[config.mk]
export PLATFORM = sky130hd
export DESIGN_NAME = int32_dispatch
export DESIGN_NICKNAME = d
export VERILOG_FILES = /design/src/rtl/int32_pkg.sv /design/src/rtl/int32_dispatch_fifo.sv /design/src/rtl/int32_dispatch.sv
export SDC_FILE = /design/constraint.sdc
export NUM_CORES = 1
export LEC_CHECK = 0
export CAP_MARGIN = 20
export CORE_UTILIZATION = 40
export DETAILED_ROUTE_END_ITERATION = 10
export SLEW_MARGIN = 15
export SYNTH_ARGS = -nofsm -noshare
export SYNTH_HDL_FRONTEND = slang
export SYNTH_SLANG_ARGS = --single-unit
[constraint.sdc]
create_clock -name clk -period 7.4 [get_ports clk]
set_input_delay 2.22 -clock clk [delete_from_list [all_inputs] [get_ports clk]]
set_output_delay 2.22 -clock clk [all_outputs]
set_load 0.1 [all_outputs]
[src/rtl/int32_pkg.sv]
// Shared types for the int32 dispatch slice: instruction/tag records,
// exception codes and the legal-opcode screen.
package int32_pkg;
   localparam int unsigned INT32_DATA_W = 32;
   localparam int unsigned INT32_OPC_W  = 8;
   localparam int unsigned INT32_REG_W  = 5;

   localparam logic [INT32_OPC_W-1:0] OP_ADD  = 8'h01;
   localparam logic [INT32_OPC_W-1:0] OP_SUB  = 8'h02;
   localparam logic [INT32_OPC_W-1:0] OP_MUL  = 8'h03;
   localparam logic [INT32_OPC_W-1:0] OP_DIV  = 8'h04;
   localparam logic [INT32_OPC_W-1:0] OP_AND  = 8'h20;
   localparam logic [INT32_OPC_W-1:0] OP_ADDC = 8'h90;

   typedef enum logic [1:0] {
      EXC_NONE    = 2'b00,
      EXC_ILLEGAL = 2'b01,
      EXC_DIV0    = 2'b10
   } exc_code_t;

   typedef struct packed {
      logic [INT32_OPC_W-1:0]  opcode;
      logic [INT32_REG_W-1:0]  rd;
      logic [INT32_DATA_W-1:0] rs1_val;
      logic [INT32_DATA_W-1:0] rs2_val;
      logic                    use_imm;
      logic [INT32_DATA_W-1:0] imm;
   } instr_t;

   typedef struct packed {
      logic                   valid;
      logic [INT32_REG_W-1:0] rd;
   } tag_t;

   function automatic logic is_legal_opcode(input logic [INT32_OPC_W-1:0] op);
      return op inside {[8'h01:8'h06], [8'h20:8'h24], [8'h30:8'h33], [8'h40:8'h49],
                        [8'h60:8'h63], [8'h70:8'h73], [8'h80:8'h81], [8'h90:8'h92]};
   endfunction
endpackage

[src/rtl/int32_dispatch_fifo.sv]
// Instruction buffer: synchronous FIFO of instr_t with occupancy count.
// Caller must not push when full or pop when empty.
module int32_dispatch_fifo
   import int32_pkg::*;
#(
   parameter  int unsigned DEPTH = 4,
   localparam int unsigned AW    = $clog2(DEPTH),
   localparam int unsigned CW    = AW + 1
) (
   input  logic          clk,
   input  logic          rst,
   input  logic          push,
   input  logic          pop,
   input  instr_t        wr_data,
   output instr_t        rd_data,
   output logic          full,
   output logic          empty,
   output logic [CW-1:0] count
);
   instr_t        mem [DEPTH];
   logic [AW-1:0] wr_ptr;
   logic [AW-1:0] rd_ptr;

   // Power-of-two depth lets the pointers wrap by natural overflow.
   always_ff @(posedge clk or posedge rst) begin
      if (rst) begin
         wr_ptr <= '0;
         rd_ptr <= '0;
         count  <= '0;
      end else begin
         if (push) wr_ptr <= wr_ptr + 1'b1;
         if (pop)  rd_ptr <= rd_ptr + 1'b1;
         count <= count + CW'(push) - CW'(pop);
      end
   end

   always_ff @(posedge clk) begin
      if (push) mem[wr_ptr] <= wr_data;
   end

   assign rd_data = mem[rd_ptr];
   assign full    = (count == CW'(DEPTH));
   assign empty   = (count == '0);
endmodule

[src/rtl/int32_dispatch.sv]
// Dispatch unit for the int32 core: buffers instructions, screens illegal
// opcodes and divide-by-zero, issues one per cycle and pairs results with rd.
module int32_dispatch
   import int32_pkg::*;
#(
   parameter int unsigned DATA_WIDTH     = 32,
   parameter int unsigned OPCODE_WIDTH   = 8,
   parameter int unsigned REG_ADDR_WIDTH = 5,
   parameter int unsigned FIFO_DEPTH     = 4
) (
   input  logic                          clk,
   input  logic                          rst,
   input  logic                          in_valid,
   output logic                          in_ready,
   input  logic [OPCODE_WIDTH-1:0]       in_opcode,
   input  logic [REG_ADDR_WIDTH-1:0]     in_rd,
   input  logic [DATA_WIDTH-1:0]         in_rs1_val,
   input  logic [DATA_WIDTH-1:0]         in_rs2_val,
   input  logic                          in_use_imm,
   input  logic [DATA_WIDTH-1:0]         in_imm,
   input  logic                          issue_hold,
   output logic                          core_valid_instruction,
   output logic [OPCODE_WIDTH-1:0]       core_opcode,
   output logic [DATA_WIDTH-1:0]         core_operand_a,
   output logic [DATA_WIDTH-1:0]         core_operand_b,
   output logic                          core_use_immediate,
   output logic [DATA_WIDTH-1:0]         core_immediate_value,
   input  logic                          core_result_valid,
   input  logic [DATA_WIDTH-1:0]         core_result_out,
   input  logic                          core_carry_out,
   input  logic                          core_overflow_out,
   output logic                          wb_valid,
   output logic [REG_ADDR_WIDTH-1:0]     wb_rd,
   output logic [DATA_WIDTH-1:0]         wb_data,
   output logic                          wb_carry,
   output logic                          wb_overflow,
   output logic                          exc_valid,
   output logic [1:0]                    exc_code,
   output logic [REG_ADDR_WIDTH-1:0]     exc_rd,
   output logic                          resp_err,
   output logic [$clog2(FIFO_DEPTH):0]   fifo_count
);
   instr_t                in_entry;
   instr_t                head;
   logic                  fifo_full;
   logic                  fifo_empty;
   logic                  push;
   logic                  pop;
   logic [DATA_WIDTH-1:0] eff_b;
   logic                  legal;
   logic                  div0;
   tag_t                  issue_tag;
   tag_t                  pend;
   exc_code_t             exc_code_q;

   assign in_entry = '{opcode: in_opcode, rd: in_rd, rs1_val: in_rs1_val,
                       rs2_val: in_rs2_val, use_imm: in_use_imm, imm: in_imm};

   // in_ready ignores a same-cycle pop so a full buffer always refuses.
   assign in_ready = !fifo_full;
   assign push     = in_valid && !fifo_full;
   assign pop      = !fifo_empty && !issue_hold;

   int32_dispatch_fifo #(.DEPTH(FIFO_DEPTH)) u_fifo (
      .clk     (clk),
      .rst     (rst),
      .push    (push),
      .pop     (pop),
      .wr_data (in_entry),
      .rd_data (head),
      .full    (fifo_full),
      .empty   (fifo_empty),
      .count   (fifo_count)
   );

   always_comb begin
      eff_b = head.use_imm ? head.imm : head.rs2_val;
      legal = is_legal_opcode(head.opcode);
      div0  = (head.opcode == OP_DIV) && (eff_b == '0);
   end

   always_ff @(posedge clk or posedge rst) begin
      if (rst) begin
         core_valid_instruction <= 1'b0;
         core_opcode            <= '0;
         core_operand_a         <= '0;
         core_operand_b         <= '0;
         core_use_immediate     <= 1'b0;
         core_immediate_value   <= '0;
         issue_tag              <= '0;
         pend                   <= '0;
         exc_valid              <= 1'b0;
         exc_code_q             <= EXC_NONE;
         exc_rd                 <= '0;
         wb_valid               <= 1'b0;
         wb_rd                  <= '0;
         wb_data                <= '0;
         wb_carry               <= 1'b0;
         wb_overflow            <= 1'b0;
         resp_err               <= 1'b0;
      end else begin
         core_valid_instruction <= 1'b0;
         issue_tag              <= '0;
         exc_valid              <= 1'b0;
         exc_code_q             <= EXC_NONE;
         exc_rd                 <= '0;
         if (pop) begin
            if (!legal) begin
               exc_valid  <= 1'b1;
               exc_code_q <= EXC_ILLEGAL;
               exc_rd     <= head.rd;
            end else if (div0) begin
               exc_valid  <= 1'b1;
               exc_code_q <= EXC_DIV0;
               exc_rd     <= head.rd;
            end else begin
               core_valid_instruction <= 1'b1;
               core_opcode            <= head.opcode;
               core_operand_a         <= head.rs1_val;
               core_operand_b         <= head.rs2_val;
               core_use_immediate     <= head.use_imm;
               core_immediate_value   <= head.imm;
               issue_tag              <= '{valid: 1'b1, rd: head.rd};
            end
         end

         // Core answers exactly one cycle after issue; pend lines up with it.
         pend <= issue_tag;
         if (pend.valid && core_result_valid) begin
            wb_valid    <= 1'b1;
            wb_rd       <= pend.rd;
            wb_data     <= core_result_out;
            wb_carry    <= core_carry_out;
            wb_overflow <= core_overflow_out;
         end else begin
            wb_valid    <= 1'b0;
            wb_rd       <= '0;
            wb_data     <= '0;
            wb_carry    <= 1'b0;
            wb_overflow <= 1'b0;
         end
         if (pend.valid != core_result_valid) resp_err <= 1'b1;
      end
   end

   assign exc_code = exc_code_q;
endmodule

==> results of run 1 <==
worst min path at each step:
stage	to	start	slack (ns)	cells past startpoint
2_1_floorplan	pend[0]	issue_tag[0]	0.33	0
3_5_place_dp	pend[0]	issue_tag[0]	0.33	0
6_report	pend[4]	issue_tag[4]	0.34	0
3_3_place_gp	pend[3]	issue_tag[3]	0.33	0
5_1_grt	pend[0]	issue_tag[0]	0.35	0
4_1_cts	pend[4]	issue_tag[4]	0.34	0
cells by family (layout without fill, tap and decap cells):
kind of cell               after synthesis  in the layout  synth area share [%]
DFF                                    613            613                  78.4
muxes                                  215            215                  16.4
and+or+nand+nor                        103            103                  2.78
xor gates and xnor gates                 5              5                 0.196
adders and majority gates                9              9                 0.525
AOI/OAI and AO/OA                       13             13                 0.447
other                                    0              2                     0
buffers and inverters                   52            453                  1.32
metal layers:
layer | track usage, % | vias to the layer above | share of wire [%]
met5 | 0 | - | 0.15
met4 | 5.21 | 12 | 2.2
met3 | 4.76 | 86 | 6.2
met2 | 28.6 | 314 | 50
met1 | 22.2 | 5728 | 41
li1 | - | 4756 | -
cell usage after synthesis (all sizes together) (2+ instances only):
cell type    n  area, um2
xnor2        5       43.8
ha           7       87.6
and2        45        282
edfxtp     440      13200
buf         27        201
clkbuf      15       56.3
nor2b        6       37.5
inv         10       37.5
or4          6       45.0
dfrtp      173       4330
or2          2       12.5
and3         4       25.0
nor4b        2       17.5
nor2         8       30.0
o22ai        2       12.5
o21ai        2       10.0
mux2       105       1180
nand2        4       15.0
nor4         9       56.3
mux4       110       2480
nand4        3       18.8
nand3        3       15.0
nor3         6       30.0
through the flow:
| step | hold slack [ns] | utilization [%] | instance area [um2] | worst slack, ns |
|---|---|---|---|---|
| after floorplan | 0.331 | - | 22400 | 0.492 |
| after global placement | 0.332 | 47.7 | 26300 | 2.34 |
| after detailed placement | 0.335 | 47.7 | 26300 | 2.29 |
| after CTS | 0.343 | 51.7 | 28500 | 2.36 |
| after global routing | 0.354 | 51.7 | 28500 | 2.10 |
| final | 0.344 | 51.7 | 28500 | 2.51 |
cell type report:
| cell class | count | area (um2) | share of cell area [%] |
|---|---|---|---|
| Timing Repair Buffer | 321 | 3240 | 11.4 |
| Clock buffer | 97 | 1910 | 6.70 |
| Multi-Input combinational cell | 345 | 4580 | 16.1 |
| Tap cell | 748 | 936 | 3.28 |
| Antenna cell | 2 | 5.00 | 0.0175 |
| Sequential cell | 613 | 17500 | 61.5 |
| Inverter | 10 | 45.0 | 0.158 |
| Clock inverter | 25 | 255 | 0.895 |
sequential cells by signal, summed over array words and instances, names as in the netlist, 2 cells and up:
register,cells
u_fifo.mem,440
core_immediate_value,32
core_operand_a,32
core_operand_b,32
wb_data,32
core_opcode,8
pend,6
exc_rd,5
issue_tag,5
wb_rd,5
u_fifo.count,3
exc_code,2
u_fifo.rd_ptr,2
u_fifo.wr_ptr,2
==> metrics.txt, run 1 <==
Hold/Removal Path Class flip-flop to flip-flop; r2r startpoint u_fifo.rd_ptr[0]; Main synth FF type edfxtp_1; initial antenna violation count 7; IO Count 308; final setup fails 0; Slew HR 27.5%; post-CTS setup buffer count 0; GRT Overall Usage around 17%; vias in the first global route roughly 11000; global-route wire length before repair 71800 um; most frequent cells in the layout edfxtp_1, clkdlybuf4s50_1, dfrtp_1, mux4_2, mux2_1; Levels on crit path 9; CTS Buf Count 67; async set-reset flop share out of synthesis 28.2%; Cell variety after synth 44; fin crit share about two thirds; Mapped Area 22400 um2; Final GP Congestion 0.741; Yosys reg bits a little over 600; drt wl/cell 22.2 um; die area 56900 um2; core area 55200 um2; CTS Root Cell clkbuf_16; Ys Warns 0; fraction of layout cells with a size suffix above 1 17.9%; die height 239 um; status completed; Inst Count DP 2037; crit path cell chain buf_12 > mux4_2 > nor4b_1 > nand4_1 > o22ai_1 > a311oi_4 > buf_4 > buf_4 > mux2_1; CP Class flip-flop to flip-flop; estimated wirelength of the detail-placed design 28000 um; I/O Buffers 307; largest net degree at the start of global routing 111; Top Family by Delay on Critical Path buffers and inverters; pins over their slew limit 0; Worst-path clk slew 0.06 ns; CP max-delay cell dfrtp_4; max_cap viols 0; Area Growth Syn to Fin 27.4%; Longest Clk Path Bufs 3; Worst-Skew Late Latency 0.59 ns; FF-to-FF path depth 9; Clock Sinks 613; reg-to-reg slack, setup approximately 2.5 ns; CP most frequent cell buf_4; CTS tree done; sequential area share after synthesis 78.4%; DRC viols 0; Hold-fix buffers, CTS 0; number of fillers in the final layout 4385; Post-Syn Instances 1010; Final Hold Fails 0; H-tree depth 3; clock skew after layout 0.0216 ns; chip width 239 um; setup TNS 0 ns; std cell rows 86; Post-DRT Antenna Nets 0; drt pass-1 iters 4; CP max stage delay 1.07 ns; critical path launch point type flip-flop; Worst Path Buf+Inv 3; synthesized net count 1167; fin nets 1515; Worst-Margin Slew 1.08 ns; Critical R2R Capture core_operand_a[14]; Worst Setup EP core_operand_a[14]; non-filler cells in the finished layout 2161; Post-synth EDFFs 440; crit end category flip-flop; Initial Util ~41%; global route total overflow 0; RSZ-0062 raised after global routing no; Worst EP arrival roughly 5.4 ns; routed wire length roughly 48000 um; DRT iter0 DRCs approximately 630; DR vias/cell between 5 and 6; Critical Path Start u_fifo.rd_ptr[0]; Required @ worst endpoint 7.86 ns; crit path max fanout 47; Final min period around 4.9 ns; post-cts sizing count 0; leading cell type in the layout, fill and taps excluded edfxtp_1; syn_area_per_cell 22.2 um2; Peak Freq 204 MHz; DR vias about 11000
Power of run 1 is left out: the tool's default activity adds up to more than one toggle a clock period on the data nets, which glitch-free logic cannot reach.
==> run 2: changes to the inputs <==
- clock period: 7.4 -> 4.4 ns (I/O delays scaled with it)
==> run 2 against run 1 <==
Against the previous run: first-iteration DRC count is 0.63% lower; wire length down 0.14%; setup slack got worse by 2.2 ns; count of clock-buffer cells in the layout shrank 27; critical path type unchanged; sequential cell count is the same.
==> metrics.txt, run 2 (synthesized netlist as in run 1, its figures left out) <==
status completed (unchanged); drt pass-1 iters 5 (was 4); I/O Buffers 307 (unchanged); Worst-path clk slew 0.06 ns (about the same); r2r startpoint u_fifo.rd_ptr[0] (unchanged); global route total overflow 0 (unchanged); IO Count 308 (unchanged); post-layout util 51.9% (was 51.7%); Reg with most FFs u_fifo.mem (unchanged); number of fillers in the final layout 4372 (was 4385); Worst EP arrival 4.59 ns (was 5.36 ns); reg-to-reg slack, setup 0.31 ns (was 2.51 ns); Worst-Skew Late Latency 0.63 ns (was 0.59 ns); setup TNS 0 ns (unchanged); Critical R2R Capture core_immediate_value[5] (was core_operand_a[14]); DR vias/cell 5.03 (was 5.04); Worst Path Buf+Inv 2 (was 3); critical path launch point type flip-flop (unchanged); Critical Path Start u_fifo.rd_ptr[0] (unchanged); global-route wire length before repair 72000 um (was 71800 um); max_cap viols 0 (unchanged); CP max-delay cell dfrtp_4 (unchanged); FF-to-FF path depth 8 (was 9); post-CTS setup buffer count 0 (unchanged); GRT Overall Usage 17.2% (about the same); vias in the first global route 11600 (was 11402); CTS Root Cell clkbuf_16 (unchanged); crit path cell chain buf_12 > mux4_2 > nor4_1 > nand4_1 > o22ai_1 > a311oi_4 > buf_4 > mux2_1 (was buf_12 > mux4_2 > nor4b_1 > nand4_1 > o22ai_1 > a311oi_4 > buf_4 > buf_4 > mux2_1); H-tree depth 2 (was 3); estimated wirelength of the detail-placed design 29200 um (was 28000 um); CP max stage delay 0.61 ns (was 1.07 ns); pins over their slew limit 0 (unchanged); CTS tree done (unchanged); Final GP Congestion 0.730 (was 0.741); pre-CTS setup slack 0.288 ns (was 2.29 ns); Final WS setup 0.313 ns (was 2.51 ns); Worst Setup EP core_immediate_value[5] (was core_operand_a[14]); Clock Sinks 613 (unchanged); Slew HR 28.7% (was 27.5%); chip width 239 um (unchanged); crit path max fanout 60 (was 47); DRC viols 0 (unchanged); max FFs per register 440 (unchanged); drt wl/cell 22.2 um (about the same); CP Class flip-flop to flip-flop (unchanged); Worst-Margin Slew 1.07 ns (was 1.08 ns); Top Family by Delay on Critical Path multiplexers (was buffers and inverters); final setup fails 0 (unchanged); CTS Buf Count 61 (was 67); Final Hold Fails 0 (unchanged); fin nets 1518 (was 1515); Levels on crit path 8 (was 9); Area Growth Syn to Fin 28.0% (was 27.4%); core area 55200 um2 (unchanged); DRT iter0 DRCs 628 (was 632); Initial Util 40.5% (unchanged); fraction of layout cells with a size suffix above 1 18.8% (was 17.9%); DR vias 10883 (was 10896); leading cell type in the layout, fill and taps excluded edfxtp_1 (unchanged); fin crit share 92.9% (was 66.1%); Peak Freq 245 MHz (was 204 MHz); largest net degree at the start of global routing 67 (was 111); most frequent cells in the layout edfxtp_1, clkdlybuf4s50_1, dfrtp_1, mux4_2, mux2_1 (unchanged); initial antenna violation count 9 (was 7); Final min period 4.09 ns (was 4.89 ns); post-cts sizing count 0 (unchanged); routed wire length 48000 um (about the same); die area 56900 um2 (unchanged); std cell rows 86 (unchanged); Longest Clk Path Bufs 3 (unchanged); Post-DRT Antenna Nets 0 (unchanged); clock skew after layout 0.0248 ns (was 0.0216 ns); die height 239 um (unchanged); WHS 0.349 ns (was 0.344 ns); Hold/Removal Path Class flip-flop to flip-flop (unchanged); Hold-fix buffers, CTS 0 (unchanged); crit end category flip-flop (unchanged); Required @ worst endpoint 4.91 ns (was 7.86 ns); RSZ-0062 raised after global routing no (unchanged)
==> run 2: worst min path at each step <==
stage / start / endpoint / slack [ns] / cells after the start
6_report: issue_tag[2] / pend[2] / 0.35 / 0
5_1_grt: issue_tag[4] / pend[4] / 0.35 / 0
4_1_cts: issue_tag[3] / pend[3] / 0.35 / 0
3_5_place_dp: issue_tag[2] / pend[2] / 0.34 / 0
3_3_place_gp: issue_tag[1] / pend[1] / 0.33 / 0
2_1_floorplan: issue_tag[0] / pend[0] / 0.33 / 0
==> run 2: per-stage QoR <==
| stage | instance area [um2] | cells |
|---|---|---|
| 2_1_floorplan | 22400 | 1010 |
| 3_3_place_gp | 26500 | 2046 |
| 3_5_place_dp | 26500 | 2046 |
| 4_1_cts | 28600 | 2162 |
| 5_1_grt | 28600 | 2163 |
| 6_report | 28700 | 2165 |
==> run 2: layout make-up <==
| class | instances | area [um2] | area share, % |
|---|---|---|---|
| sequential | 613 | 17500 | 61.3 |
| multi-input combinational | 345 | 4580 | 16.0 |
| timing repair buffer | 330 | 3400 | 11.9 |
| clock buffer | 70 | 1570 | 5.48 |
| tap | 748 | 936 | 3.27 |
| clock inverter | 46 | 564 | 1.97 |
| inverter | 10 | 41.3 | 0.144 |
| antenna | 3 | 7.51 | 0.0262 |
==> run 2: routing by layer <==
metal | global-route usage, % | part of all wire (%) | up-vias
met2 | 28.5 | 50 | 267
met3 | 3.91 | 5.7 | 76
li1 | - | - | 4765
met1 | 22.4 | 42 | 5763
met5 | 0 | 0.16 | -
met4 | 5.71 | 2.4 | 12
Power of run 2 is left out for the same reason.
==> variant, RTL diff (flow settings as in run 2) <==
Make the reset (`rst`) synchronous in 2 clocked blocks.
--- a/src/rtl/int32_dispatch_fifo.sv
+++ b/src/rtl/int32_dispatch_fifo.sv
@@ -22,7 +22,7 @@
    logic [AW-1:0] rd_ptr;
 
    // Power-of-two depth lets the pointers wrap by natural overflow.
-   always_ff @(posedge clk or posedge rst) begin
+   always_ff @(posedge clk) begin
       if (rst) begin
          wr_ptr <= '0;
          rd_ptr <= '0;
--- a/src/rtl/int32_dispatch.sv
+++ b/src/rtl/int32_dispatch.sv
@@ -79,7 +79,7 @@
       div0  = (head.opcode == OP_DIV) && (eff_b == '0);
    end
 
-   always_ff @(posedge clk or posedge rst) begin
+   always_ff @(posedge clk) begin
       if (rst) begin
          core_valid_instruction <= 1'b0;
          core_opcode            <= '0;
Function: differs if rst is asserted again (counterexample within 4 cycles, from zero or initial values and one cycle with rst high); with rst held inactive, the same outputs for 4 cycles.
==> variant against run 2 <==
- sequential cell count is 2 higher
- critical path type unchanged
- count of clock-buffer cells in the layout up 32
- core utilization is 0.23 points lower
- worst setup slack got worse by 0.024 ns
- synthesized area is 0.60% lower
- cell area decreased by 0.84%
- largest cell class unchanged
- routed wire length grew 12%
==> variant: results (changes against run 2) <==
status: "completed"  # unchanged
yosys.area_share.adder_pct: 0.534  # was 0.525%
viasPerCell: 5.25  # was 5.03
grt_use_total_pct: 19.1  # was 17.2%
relSlewSlack_pct: 23.8  # was 28.7%
drt_iter0_drc: 912  # was 628
cts_buffers: 66  # was 61
synthArstFlopShare_pct: 0  # was 28.2%
antenna_found_initial: 3  # was 9
area_growth_pct: 27.7  # was 28.0%
muxShareOfSynthArea_pct: 11.2  # was 16.4%
cp_top_family: "compound AO/OA/AOI/OAI gates"  # was multiplexers
synthDistinctLibCells: 41  # was 44
gp_congestion: 0.747  # was 0.730
met1_length_um: 24100  # was 20000 um
clkLatencyLatePin_ns: 0.60  # was 0.63 ns
route.met2.wl_um: 25600  # was 24000 um
worstPathMaxFanout: 43  # was 60
route.met3.wl_um: 2880  # was 2720 um
grt_pass1_wl_um: 80100  # was 72000 um
yosysSeqAreaShare_pct: 75.1  # was 78.4%
grt_pass1_vias: 12600  # was 11600
syn_nets: 1437  # was 1167
place_ws_ns: 0.191  # was 0.288 ns
synth.area.top_cells: "edfxtp_1 (59%), dfxtp_1 (16%), mux4_2 (11%)"  # was edfxtp_1 (59%), dfrtp_1 (19%), mux4_2 (11%)
slowest_stage: "dfxtp_4"  # was dfrtp_4
placed_area_um2: 26200  # was 26500 um2
fillerInstances: 4496  # was 4372
grt_max_degree: 111  # was 67
nNetsFinal: 1751  # was 1518
==> variant: changes by cell type in the layout (fill, tap and decap cells not counted), sizes merged, moves of 5 or more <==
cell    delta
a21oi    +105
buf        +6
bufinv     -8
clkbuf    +32
clkinv    -20
dfrtp    -173
dfxtp    +175
mux2     -105
nand3    +105
nor2      +13
nor3b      +5
o21ai    +106
or4        -5
==> variant: path summary, 6_finish.rpt <==
path / slack (ns) / endpoint / from / depth (start not counted)
setup reg to reg: 0.29 / core_immediate_value[21] / flip-flop / 10
setup / recovery: 0.29 / core_immediate_value[21] / flip-flop / 10
hold / removal: 0.42 / wb_rd[3] / pend[3] / 1
hold reg to reg: 0.42 / wb_rd[3] / pend[3] / 1
==> variant: area by class of cell <==
cell class                 count  area share, %
clock buffer                 102           6.95
antenna                        2         0.0176
inverter                       7         0.0925
timing repair buffer         334           12.1
tap                          748           3.29
multi-input combinational    570           18.0
clock inverter                17          0.691
sequential                   615           58.9
==> variant: cells by family (layout without fill, tap and decap cells) <==
family,count (synthesis),count (layout)
AO/OA/AOI/OAI,222,222
adder cells (fa/ha/maj),9,9
XOR/XNOR,5,5
flip-flops,615,615
multiplexers,111,111
buffers and inverters,95,460
AND/OR/NAND/NOR,223,223
other,0,2
==> variant: through the flow <==
step | instances | total power [uW]
2_1_floorplan | 1280 | 9950
3_3_place_gp | 2274 | 11100
3_5_place_dp | 2274 | 11200
4_1_cts | 2393 | 16700
5_1_grt | 2394 | 17100
6_report | 2395 | 16500
==> variant: layer usage <==
| layer | vias up | GRT usage, % |
|---|---|---|
| li1 | 5644 | - |
| met1 | 6463 | 26.8 |
| met2 | 382 | 29.7 |
| met3 | 76 | 3.53 |
| met4 | 2 | 7.00 |
| met5 | - | 0 |
==> variant: power groups by stage <==
stage	registers, uW	clock network [uW]	logic [uW]
final	7090	5510	3910
after global routing	7150	5850	4140
after CTS	7100	5650	3960
after detailed placement	7220	0	3950
after global placement	7190	0	3940
after floorplan	8120	0	1830
